**src/rtl/mem_data_arbiter_pkg.sv**
```systemverilog
// Shared types and constants for the two-port data-RAM arbiter.
package mem_arb_pkg;

  localparam int unsigned MEM_BYTES_DEF = 80;
  localparam int unsigned RO_BYTES_DEF  = 4;

  localparam logic PORT_CORE = 1'b0;
  localparam logic PORT_DBG  = 1'b1;

  typedef enum logic [2:0] {
    ST_IDLE,
    ST_SETUP,
    ST_STROBE,
    ST_HOLD,
    ST_RDONE,
    ST_ERR
  } state_t;

endpackage

```
**src/rtl/mem_data_arbiter_if.sv**
```systemverilog
// Requester ports, RAM bus and FSM debug view of the data-RAM arbiter.
// Handshake: req rises with we/addr/wdata stable and stays high until the
// one-cycle gnt; done (with rsp_err/rsp_rdata) follows later as a one-cycle pulse.
interface mem_data_arbiter_if;
  import mem_arb_pkg::*;

  logic        p0_req,   p1_req;
  logic        p0_we,    p1_we;
  logic [31:0] p0_addr,  p1_addr;
  logic [31:0] p0_wdata, p1_wdata;
  logic        p0_gnt,   p1_gnt;
  logic        p0_done,  p1_done;
  logic        rsp_err;
  logic [31:0] rsp_rdata;
  logic [31:0] mem_addr;
  logic [31:0] mem_wdata;
  logic        mem_write;
  logic [31:0] mem_rdata;
  state_t      dbg_state;

  modport slave (
    input  p0_req, p1_req, p0_we, p1_we, p0_addr, p1_addr,
           p0_wdata, p1_wdata, mem_rdata,
    output p0_gnt, p1_gnt, p0_done, p1_done, rsp_err, rsp_rdata,
           mem_addr, mem_wdata, mem_write, dbg_state
  );

  modport master (
    output p0_req, p1_req, p0_we, p1_we, p0_addr, p1_addr,
           p0_wdata, p1_wdata, mem_rdata,
    input  p0_gnt, p1_gnt, p0_done, p1_done, rsp_err, rsp_rdata,
           mem_addr, mem_wdata, mem_write, dbg_state
  );

endinterface

```
**src/rtl/mem_data_arbiter_rr_arbiter2.sv**
```systemverilog
// Two-request round-robin pick; `last` moves to the winner only when the
// grant is actually taken.
module rr_arbiter2
  import mem_arb_pkg::*;
(
  input  logic       clk,
  input  logic       rst_n,
  input  logic [1:0] req,
  input  logic       update,
  output logic       pick
);

  logic last;

  always_comb begin
    pick = PORT_CORE;
    case (req)
      2'b01:   pick = PORT_CORE;
      2'b10:   pick = PORT_DBG;
      2'b11:   pick = ~last;
      default: pick = PORT_CORE;
    endcase
  end

  // Reset to the debug port so the core wins the very first tie.
  always_ff @(posedge clk or negedge rst_n) begin
    if (!rst_n)      last <= PORT_DBG;
    else if (update) last <= pick;
  end

endmodule

```
**src/rtl/mem_data_arbiter.sv**
```systemverilog
// Serializes core/debug accesses to the data RAM and sequences writes as
// setup / one-cycle strobe / hold so address and data bracket the strobe.
module mem_data_arbiter
  import mem_arb_pkg::*;
#(
  parameter int unsigned MEM_BYTES = MEM_BYTES_DEF,
  parameter int unsigned RO_BYTES  = RO_BYTES_DEF
) (
  input  logic               clk,
  input  logic               rst_n,
  mem_data_arbiter_if.slave  bus
);

  localparam logic [31:0] LAST_ADDR = 32'(MEM_BYTES - 4);
  localparam logic [31:0] RO_LIMIT  = 32'(RO_BYTES);

  state_t      state, state_next;
  logic        owner, cap_we;
  logic        take, pick, legal, resp;
  logic        sel_we;
  logic [31:0] sel_addr, sel_wdata;
  logic [31:0] addr_q, wdata_q, rdata_q;
  logic        write_q;

  // Gate with rst_n so no grant leaks out while reset is held.
  assign take = (state == ST_IDLE) && (bus.p0_req || bus.p1_req) && rst_n;

  rr_arbiter2 u_rr (
    .clk    (clk),
    .rst_n  (rst_n),
    .req    ({bus.p1_req, bus.p0_req}),
    .update (take),
    .pick   (pick)
  );

  assign sel_we    = pick ? bus.p1_we    : bus.p0_we;
  assign sel_addr  = pick ? bus.p1_addr  : bus.p0_addr;
  assign sel_wdata = pick ? bus.p1_wdata : bus.p0_wdata;
  assign legal     = (sel_addr <= LAST_ADDR) && !(sel_we && (sel_addr < RO_LIMIT));

  always_comb begin
    state_next = state;
    case (state)
      ST_IDLE:   if (take) state_next = legal ? ST_SETUP : ST_ERR;
      ST_SETUP:  state_next = cap_we ? ST_STROBE : ST_RDONE;
      ST_STROBE: state_next = ST_HOLD;
      ST_HOLD,
      ST_RDONE,
      ST_ERR:    state_next = ST_IDLE;
      default:   state_next = ST_IDLE;
    endcase
  end

  // The RAM bus only loads on legal grants so rejected accesses never move it.
  always_ff @(posedge clk or negedge rst_n) begin
    if (!rst_n) begin
      state   <= ST_IDLE;
      owner   <= PORT_CORE;
      cap_we  <= 1'b0;
      addr_q  <= '0;
      wdata_q <= '0;
      rdata_q <= '0;
      write_q <= 1'b0;
    end else begin
      state   <= state_next;
      write_q <= (state_next == ST_STROBE);
      if (take) begin
        owner   <= pick;
        cap_we  <= sel_we;
        rdata_q <= '0;
        if (legal) begin
          addr_q  <= sel_addr;
          wdata_q <= sel_wdata;
        end
      end
      if (state == ST_SETUP && !cap_we) rdata_q <= bus.mem_rdata;
    end
  end

  assign resp          = (state == ST_HOLD) || (state == ST_RDONE) || (state == ST_ERR);
  assign bus.p0_gnt    = take && (pick == PORT_CORE);
  assign bus.p1_gnt    = take && (pick == PORT_DBG);
  assign bus.p0_done   = resp && (owner == PORT_CORE);
  assign bus.p1_done   = resp && (owner == PORT_DBG);
  assign bus.rsp_err   = (state == ST_ERR);
  assign bus.rsp_rdata = rdata_q;
  assign bus.mem_addr  = addr_q;
  assign bus.mem_wdata = wdata_q;
  assign bus.mem_write = write_q;
  assign bus.dbg_state = state;

endmodule
```
**src/flat_wrapper.sv**
```systemverilog
// flat-port wrapper written by rule: the top's interface ports become plain ports
module mem_data_arbiter_flat import mem_arb_pkg::*;
#(
  parameter int unsigned MEM_BYTES = MEM_BYTES_DEF,
  parameter int unsigned RO_BYTES  = RO_BYTES_DEF
)
  (clk, rst_n, bus_p0_req, bus_p1_req, bus_p0_we, bus_p1_we, bus_p0_addr, bus_p1_addr, bus_p0_wdata, bus_p1_wdata, bus_mem_rdata, bus_p0_gnt, bus_p1_gnt, bus_p0_done, bus_p1_done, bus_rsp_err, bus_rsp_rdata, bus_mem_addr, bus_mem_wdata, bus_mem_write, bus_dbg_state);
  mem_data_arbiter_if bus_i ();
  input  logic clk;
  input  logic rst_n;
  input wire logic [$bits(bus_i.p0_req)-1:0] bus_p0_req;
  input wire logic [$bits(bus_i.p1_req)-1:0] bus_p1_req;
  input wire logic [$bits(bus_i.p0_we)-1:0] bus_p0_we;
  input wire logic [$bits(bus_i.p1_we)-1:0] bus_p1_we;
  input wire logic [$bits(bus_i.p0_addr)-1:0] bus_p0_addr;
  input wire logic [$bits(bus_i.p1_addr)-1:0] bus_p1_addr;
  input wire logic [$bits(bus_i.p0_wdata)-1:0] bus_p0_wdata;
  input wire logic [$bits(bus_i.p1_wdata)-1:0] bus_p1_wdata;
  input wire logic [$bits(bus_i.mem_rdata)-1:0] bus_mem_rdata;
  output wire logic [$bits(bus_i.p0_gnt)-1:0] bus_p0_gnt;
  output wire logic [$bits(bus_i.p1_gnt)-1:0] bus_p1_gnt;
  output wire logic [$bits(bus_i.p0_done)-1:0] bus_p0_done;
  output wire logic [$bits(bus_i.p1_done)-1:0] bus_p1_done;
  output wire logic [$bits(bus_i.rsp_err)-1:0] bus_rsp_err;
  output wire logic [$bits(bus_i.rsp_rdata)-1:0] bus_rsp_rdata;
  output wire logic [$bits(bus_i.mem_addr)-1:0] bus_mem_addr;
  output wire logic [$bits(bus_i.mem_wdata)-1:0] bus_mem_wdata;
  output wire logic [$bits(bus_i.mem_write)-1:0] bus_mem_write;
  output wire logic [$bits(bus_i.dbg_state)-1:0] bus_dbg_state;
  assign bus_i.p0_req = bus_p0_req;
  assign bus_i.p1_req = bus_p1_req;
  assign bus_i.p0_we = bus_p0_we;
  assign bus_i.p1_we = bus_p1_we;
  assign bus_i.p0_addr = bus_p0_addr;
  assign bus_i.p1_addr = bus_p1_addr;
  assign bus_i.p0_wdata = bus_p0_wdata;
  assign bus_i.p1_wdata = bus_p1_wdata;
  assign bus_i.mem_rdata = bus_mem_rdata;
  assign bus_p0_gnt = bus_i.p0_gnt;
  assign bus_p1_gnt = bus_i.p1_gnt;
  assign bus_p0_done = bus_i.p0_done;
  assign bus_p1_done = bus_i.p1_done;
  assign bus_rsp_err = bus_i.rsp_err;
  assign bus_rsp_rdata = bus_i.rsp_rdata;
  assign bus_mem_addr = bus_i.mem_addr;
  assign bus_mem_wdata = bus_i.mem_wdata;
  assign bus_mem_write = bus_i.mem_write;
  assign bus_dbg_state = bus_i.dbg_state;
  mem_data_arbiter #(.MEM_BYTES(MEM_BYTES), .RO_BYTES(RO_BYTES)) u_core (.clk(clk), .rst_n(rst_n), .bus(bus_i));
endmodule
```
**config.mk**
```make
export PLATFORM = sky130hd
export DESIGN_NAME = mem_data_arbiter_flat
export DESIGN_NICKNAME = d
export VERILOG_FILES = /design/src/rtl/mem_data_arbiter_pkg.sv /design/src/rtl/mem_data_arbiter_if.sv /design/src/rtl/mem_data_arbiter_rr_arbiter2.sv /design/src/rtl/mem_data_arbiter.sv /design/src/flat_wrapper.sv
export SDC_FILE = /design/constraint.sdc
export NUM_CORES = 1
export LEC_CHECK = 0
export ABC_AREA = 1
export CORE_AREA = 2 2 147 120
export DETAILED_ROUTE_END_ITERATION = 8
export DIE_AREA = 0 0 149 122
export DONT_BUFFER_PORTS = 1
export GPL_ROUTABILITY_DRIVEN = 0
export HOLD_SLACK_MARGIN = 0.06
export PLACE_DENSITY = 0.42
export RECOVER_POWER = 50
export SYNTH_ARGS = -nofsm -noshare
export SYNTH_HDL_FRONTEND = slang
export SYNTH_SLANG_ARGS = --single-unit
```
**constraint.sdc**
```tcl
create_clock -name clk -period 2.7 [get_ports clk]
set_input_delay 0.54 -clock clk [delete_from_list [all_inputs] [get_ports clk]]
set_output_delay 0.54 -clock clk [all_outputs]
set_load 0.02 [all_outputs]
```
### Word level (Yosys, flattened, before mapping)

Index checks and enable logic that the tools add are counted.

| operators by class | value |
|---|---|
| add/subtract/negate cells | 0 |
| multipliers | 0 |
| div/mod/pow operators | 0 |
| magnitude comparators | 2 |
| equal/unequal tests | 8 |
| shift operators | 0 |
| mux-type cells | 10 |
| bitwise logic cells | 3 |
| reductions and logical operators | 17 |

Operators by type and width:

| kind | count |
|---|---|
| 32-bit two-way mux | 4 |
| 32-bit by 7-bit less-or-equal comparator with 1-bit output, second input constant | 1 |
| 32-bit by 3-bit < comparator with 1-bit output, second input constant | 1 |
| 3-bit by 2-bit == test with 1-bit output, second input constant | 3 |
| 1-bit logical AND | 9 |
| 3-bit two-way mux | 3 |
| 3-bit case mux with 3 select lines | 1 |
| 3-bit == test, second input constant | 2 |
| 2-bit == test, second input constant | 2 |
| 3-bit by 1-bit == test with 1-bit output, second input constant | 1 |
| 3-bit logical NOT | 1 |
| 1-bit logical OR | 3 |
| 1-bit inverter | 3 |
| 1-bit logical NOT | 2 |
| 1-bit case mux with 2 select lines | 1 |
| 2-bit AND reduction | 1 |
| 2-bit nonzero test | 1 |
| 1-bit two-way mux | 1 |

| storage, ports and cells | value |
|---|---|
| register bits | 103 |
| bits in latches | 0 |
| bits in writable memories | 0 |
| memory bits (read-only) | 0 |
| input port bits | 166 |
| memories | 0 |

### Logic depth before layout (Yosys ltp)

| depth | value |
|---|---|
| depth in word-level cells | 11 |
| mapped depth | 14 |
| mapped depth without buffers | 12 |

### Cells and area by module

Synthesis repeated with hierarchy kept, for this count alone.

| unflattened totals | value |
|---|---|
| cells, all modules | 721 |
| area, all modules | 5,158.7 um^2 |

Modules (own cells, without submodules):

| module | times used | cells each | area an instance (um^2) | seq. area each (um^2) |
|---|---|---|---|---|
| mem_data_arbiter | 1 | 714 | 5,106.1 | 2,552.4 |
| rr_arbiter2 | 1 | 7 | 52.6 | 26.3 |

### Worst setup path before layout

No wires, ideal clock.

| timing path | value |
|---|---|
| path type | input to output |
| start point | input bus_p1_req |
| end point | output bus_p0_gnt |
| arrival time | 1,834 ps |
| required time | 2,160 ps |
| setup slack | 326 ps |
| cell stages on the path | 6 |
| path buffers | 2 |
| cell sequence | buf_1 -> nor2_1 -> nor2_1 -> inv_2 -> clkbuf_1 -> nor2_1 |

| on the way | value |
|---|---|
| longest elaborated chain between the ends | 4 |
| elaborated cells on any way between the ends | 8 |
| classes of those cells | 2 x eq/ne; 1 x mux; 1 x bitwise; 4 x reduce/logical |

Ends and longest elaborated chain:

| element | line | source |
|---|---|---|
| start: declaration | flat_wrapper.sv:12 | `input wire logic [$bits(bus_i.p1_req)-1:0] bus_p1_req;` |
| 2-bit == test or 1-bit logical OR (tied branches) | mem_data_arbiter_rr_arbiter2.sv:17, mem_data_arbiter.sv:26 |  |
| 1-bit case mux with 2 select lines or 1-bit logical AND (tied branches) | mem_data_arbiter_rr_arbiter2.sv:17, mem_data_arbiter.sv:26 |  |
| 1-bit inverter or 1-bit logical AND (tied branches) | mem_data_arbiter.sv:81, mem_data_arbiter.sv:26 |  |
| 1-bit logical AND (*) | mem_data_arbiter.sv:81 | `assign bus.p0_gnt = take && (pick == PORT_CORE);` |
| end: declaration | flat_wrapper.sv:20 | `output wire logic [$bits(bus_i.p0_gnt)-1:0] bus_p0_gnt;` |

Every way passes the cells marked *; elsewhere a longest branch is shown, timed or not.

### Worst setup path in the final report

| timing path | value |
|---|---|
| start point | register u_core.u_rr.last |
| end point | output bus_p1_gnt |

| on the way | value |
|---|---|
| longest elaborated chain between the ends | 3 |

Ends and longest elaborated chain:

| element | line | source |
|---|---|---|
| start: declaration | mem_data_arbiter_rr_arbiter2.sv:13 | `logic last;` |
| start signal: assignment | mem_data_arbiter_rr_arbiter2.sv:28 | `else if (update) last <= pick;` |
| 1-bit inverter | mem_data_arbiter_rr_arbiter2.sv:20 | `2'b11: pick = ~last;` |
| 1-bit case mux with 2 select lines | mem_data_arbiter_rr_arbiter2.sv:17 | `case (req)` |
| 1-bit logical AND | mem_data_arbiter.sv:82 | `assign bus.p1_gnt = take && (pick == PORT_DBG);` |
| end: declaration | flat_wrapper.sv:21 | `output wire logic [$bits(bus_i.p1_gnt)-1:0] bus_p1_gnt;` |

Every way passes these cells.

==> results.yml <==
routing:
  via_per_inst: 4.627
  dr_total_vias: 4197
  route.antenna.remaining_nets: 0
  post_drt_wl_per_cell_um: 15.47
  routed_wl_um: 14030
  drc: 0
  drtIter0Drc: 200
  first_pass_iters: 5
cts:
  cts_tree: "done"
  htree_levels: 3
  cts_sinks: 103
  cts_made_buffers: 9
  clockBufferDepth: 2
  cts_root_buf: "clkbuf_16"
  clock_latency_ns: 0.35
  clkTransAtPathRegs_ns: 0.07
logic_synthesis:
  yosysWarnings: 0
  synth_commonest_cells: "nand2_1, dfrtp_1, inv_1, o21ai_0, nand3_1"
  syn_nets: 863
  synthDistinctLibCells: 20
  syn-cell-area_mm2: 0.005121
  yosys.area.top_type_share_pct: 49.84
  synth_cells: 697
  yosysTopAreaCell: "dfrtp_1"
  yosysMostFrequentCell: "nand2_1"
  ys_seq_area_share_pct: 50.35
  synth_area_leaders: "dfrtp_1, nand2_1, inv_1"
  avgSynthCellArea_um2: 7.347
  synth-edff-count: 0
  async_flop_share_pct: 100.0
  synth-seq-cells: 103
  synth_flop_cell: "dfrtp_1"
sta:
  tightest_slew_ns: 0.4575
  slew_headroom_pct: 69.38
  setup_viol: 0
  hold_ws_ns: -0.1138
  slew_viol_final: 0
  fin_crit_sh_pct: 85.30
  fin_tns_setup_ns: 0
  min_period_ns: 2.303
  fmax_mhz: 434.2
  finalHoldViolations: 102
  finClkSkew_ns: 0.005535
  rsz0062_at_grt: "false"
pwr:
  p_int_mw: 2.849
  ir_drop_uv: 404.7
  swShare_pct: 38.01
  power_density_mw_per_mm2: 814.2
  p_leak_nw: 3.230
  p_sw_mw: 1.747
  pwr-share-seq_pct: 50.5
  comb_power_share_pct: 20.7
  power_mw: 4.596
  clkPwrFrac_pct: 28.8
run_status:
  status: "finished, violations left"
  violations: "negative hold slack"
worst_setup_path:
  crit_family: "buffers and inverters"
  cp-start-kind: "flop"
  path_buf_inv: 2
  critPathKind: "reg2out"
  cp_slowest_stage_delay_ns: 0.53
  cp_slowest_cell: "dfstp_2"
  worstPathArrival_ns: 1.76
  crit_path_frequent_cell: "buf_4"
  critPathRequiredTime_ns: 2.16
  critPathMaxFanout: 32
  endpoint_kind: "output port"
  crit_chain: "nand2_1, nand2_2, buf_4, nor2_1, buf_4"
global_routing:
  use_met1_pct: 18.30
  grt_pass1_wl_um: 21180
  grt_pass1_vias: 3879
  antenna_found_initial: 0
  grt_max_degree: 105
  grtUsageMet2_pct: 23.96
  grtUsageMet3_pct: 6.629
  grt.busiest_layer: "met2"
  grt_overflow: 0
  grt_usage_pct: 14.95
run:
  maxCapViolCount: 0
die:
  initial_utilization_pct: 30.31
  rows: 43
  die_w_um: 149
  dieArea_mm2: 0.01818
  chipHeight_um: 122
  io_pins: 271
  coreArea_mm2: 0.01689
place:
  dp_hpwl_um: 9865
  io_buffers: 0
final_layout:
  area_delta_synth_final_pct: 10.21
  nets: 843
  final_layout_size_suffix_gt1_share_pct: 8.944
  n_antenna_cell: 0
hold_path:
  hp-class: "in2async"
==> cell type report <==
class,count,area [µm²]
clock buffers,11,242.7
clock inverters,5,57.56
fillers,1834,11250
inverters,98,367.9
multi-input cells,453,2001
flip-flops and latches,103,2579
well taps,225,281.5
repair buffers,12,115.1
==> metrics by stage <==
stage	hold WS [ns]	instances	instance area [µm²]	setup slack (ns)	utilization, %
5_1_grt	-0.1349	907	5644	0.1637	33.41
6_report	-0.1138	907	5644	0.3970	33.41
4_1_cts	-0.1391	907	5644	0.3663	33.41
2_1_floorplan	0.2444	697	5121	0.3259	-
3_5_place_dp	0.2468	891	5344	0.3719	31.63
3_3_place_gp	0.2468	891	5344	0.4366	31.63
==> worst paths after layout <==
| check | startpoint | endpoint | slack [ns] | cells after the start |
|---|---|---|---|---|
| max | u_core.u_rr.last | bus_p1_gnt | 0.40 | 5 |
| min | rst_n | u_core.bus.mem_addr[15] | -0.11 | 0 |
| max reg2reg | u_core.u_rr.last | u_core.bus.mem_wdata[2] | 0.41 | 12 |
| min reg2reg | u_core.u_rr.last | u_core.u_rr.last | 0.47 | 2 |
| max in group asynchronous | rst_n | u_core.u_rr.last | 2.62 | 0 |
| min in group clk | bus_mem_rdata[30] | u_core.bus.rsp_rdata[30] | 0.33 | 2 |
==> power groups by stage <==
stage	sequential (mW)	clock, mW	combinational (mW)
2_1_floorplan	2.27	0	0.757
4_1_cts	2.33	1.37	0.969
3_5_place_dp	2.35	0	0.975
3_3_place_gp	2.36	0	0.940
6_report	2.32	1.32	0.950
5_1_grt	2.37	1.43	1.12
==> registers in the layout, indices dropped and copies added, names as in the netlist <==
signal                flops
u_core.cap_we             1
u_core.bus.mem_addr      32
u_core.bus.mem_wdata     32
u_core.u_rr.last          1
u_core.owner              1
u_core.bus.dbg_state      3
u_core.bus.mem_write      1
u_core.bus.rsp_rdata     32
==> cells by family after synthesis <==
kind of cell	Yosys count	share of synthesized area, %
buffers and inverters	141	10.92
DFF	103	50.35
and+or+nand+nor	405	34.03
AOI/OAI and AO/OA	48	4.691
==> layout by cell type, fill, tap and decap left out <==
master / count
clkbuf_16: 9
o21ai_1: 4
o21ai_0: 43
inv_1: 71
nand3b_1: 15
inv_2: 27
nand4_1: 39
clkinv_2: 1
clkbuf_8: 1
clkbuf_1: 1
buf_4: 10
nor2_1: 21
bufinv_16: 1
nand3_2: 2
dfrtp_1: 102
nand3_1: 39
nand2_2: 1
a21oi_1: 1
clkinvlp_4: 3
buf_12: 2
dfstp_2: 1
nor2_4: 3
nand2_1: 285
==> per-layer routing <==
| layer | vias up | wire [µm] |
|---|---|---|
| li1 | 2110 | - |
| met1 | 1925 | 5909 |
| met2 | 148 | 6527 |
| met3 | 14 | 1405 |
| met4 | 0 | 185 |
| met5 | - | 0 |
==> what timing repair did <==
action,CTS,global route
setup buffers,0,0
resized for setup,0,0
hold endpoints to repair,103,103
(Power assumes the default switching activity.)
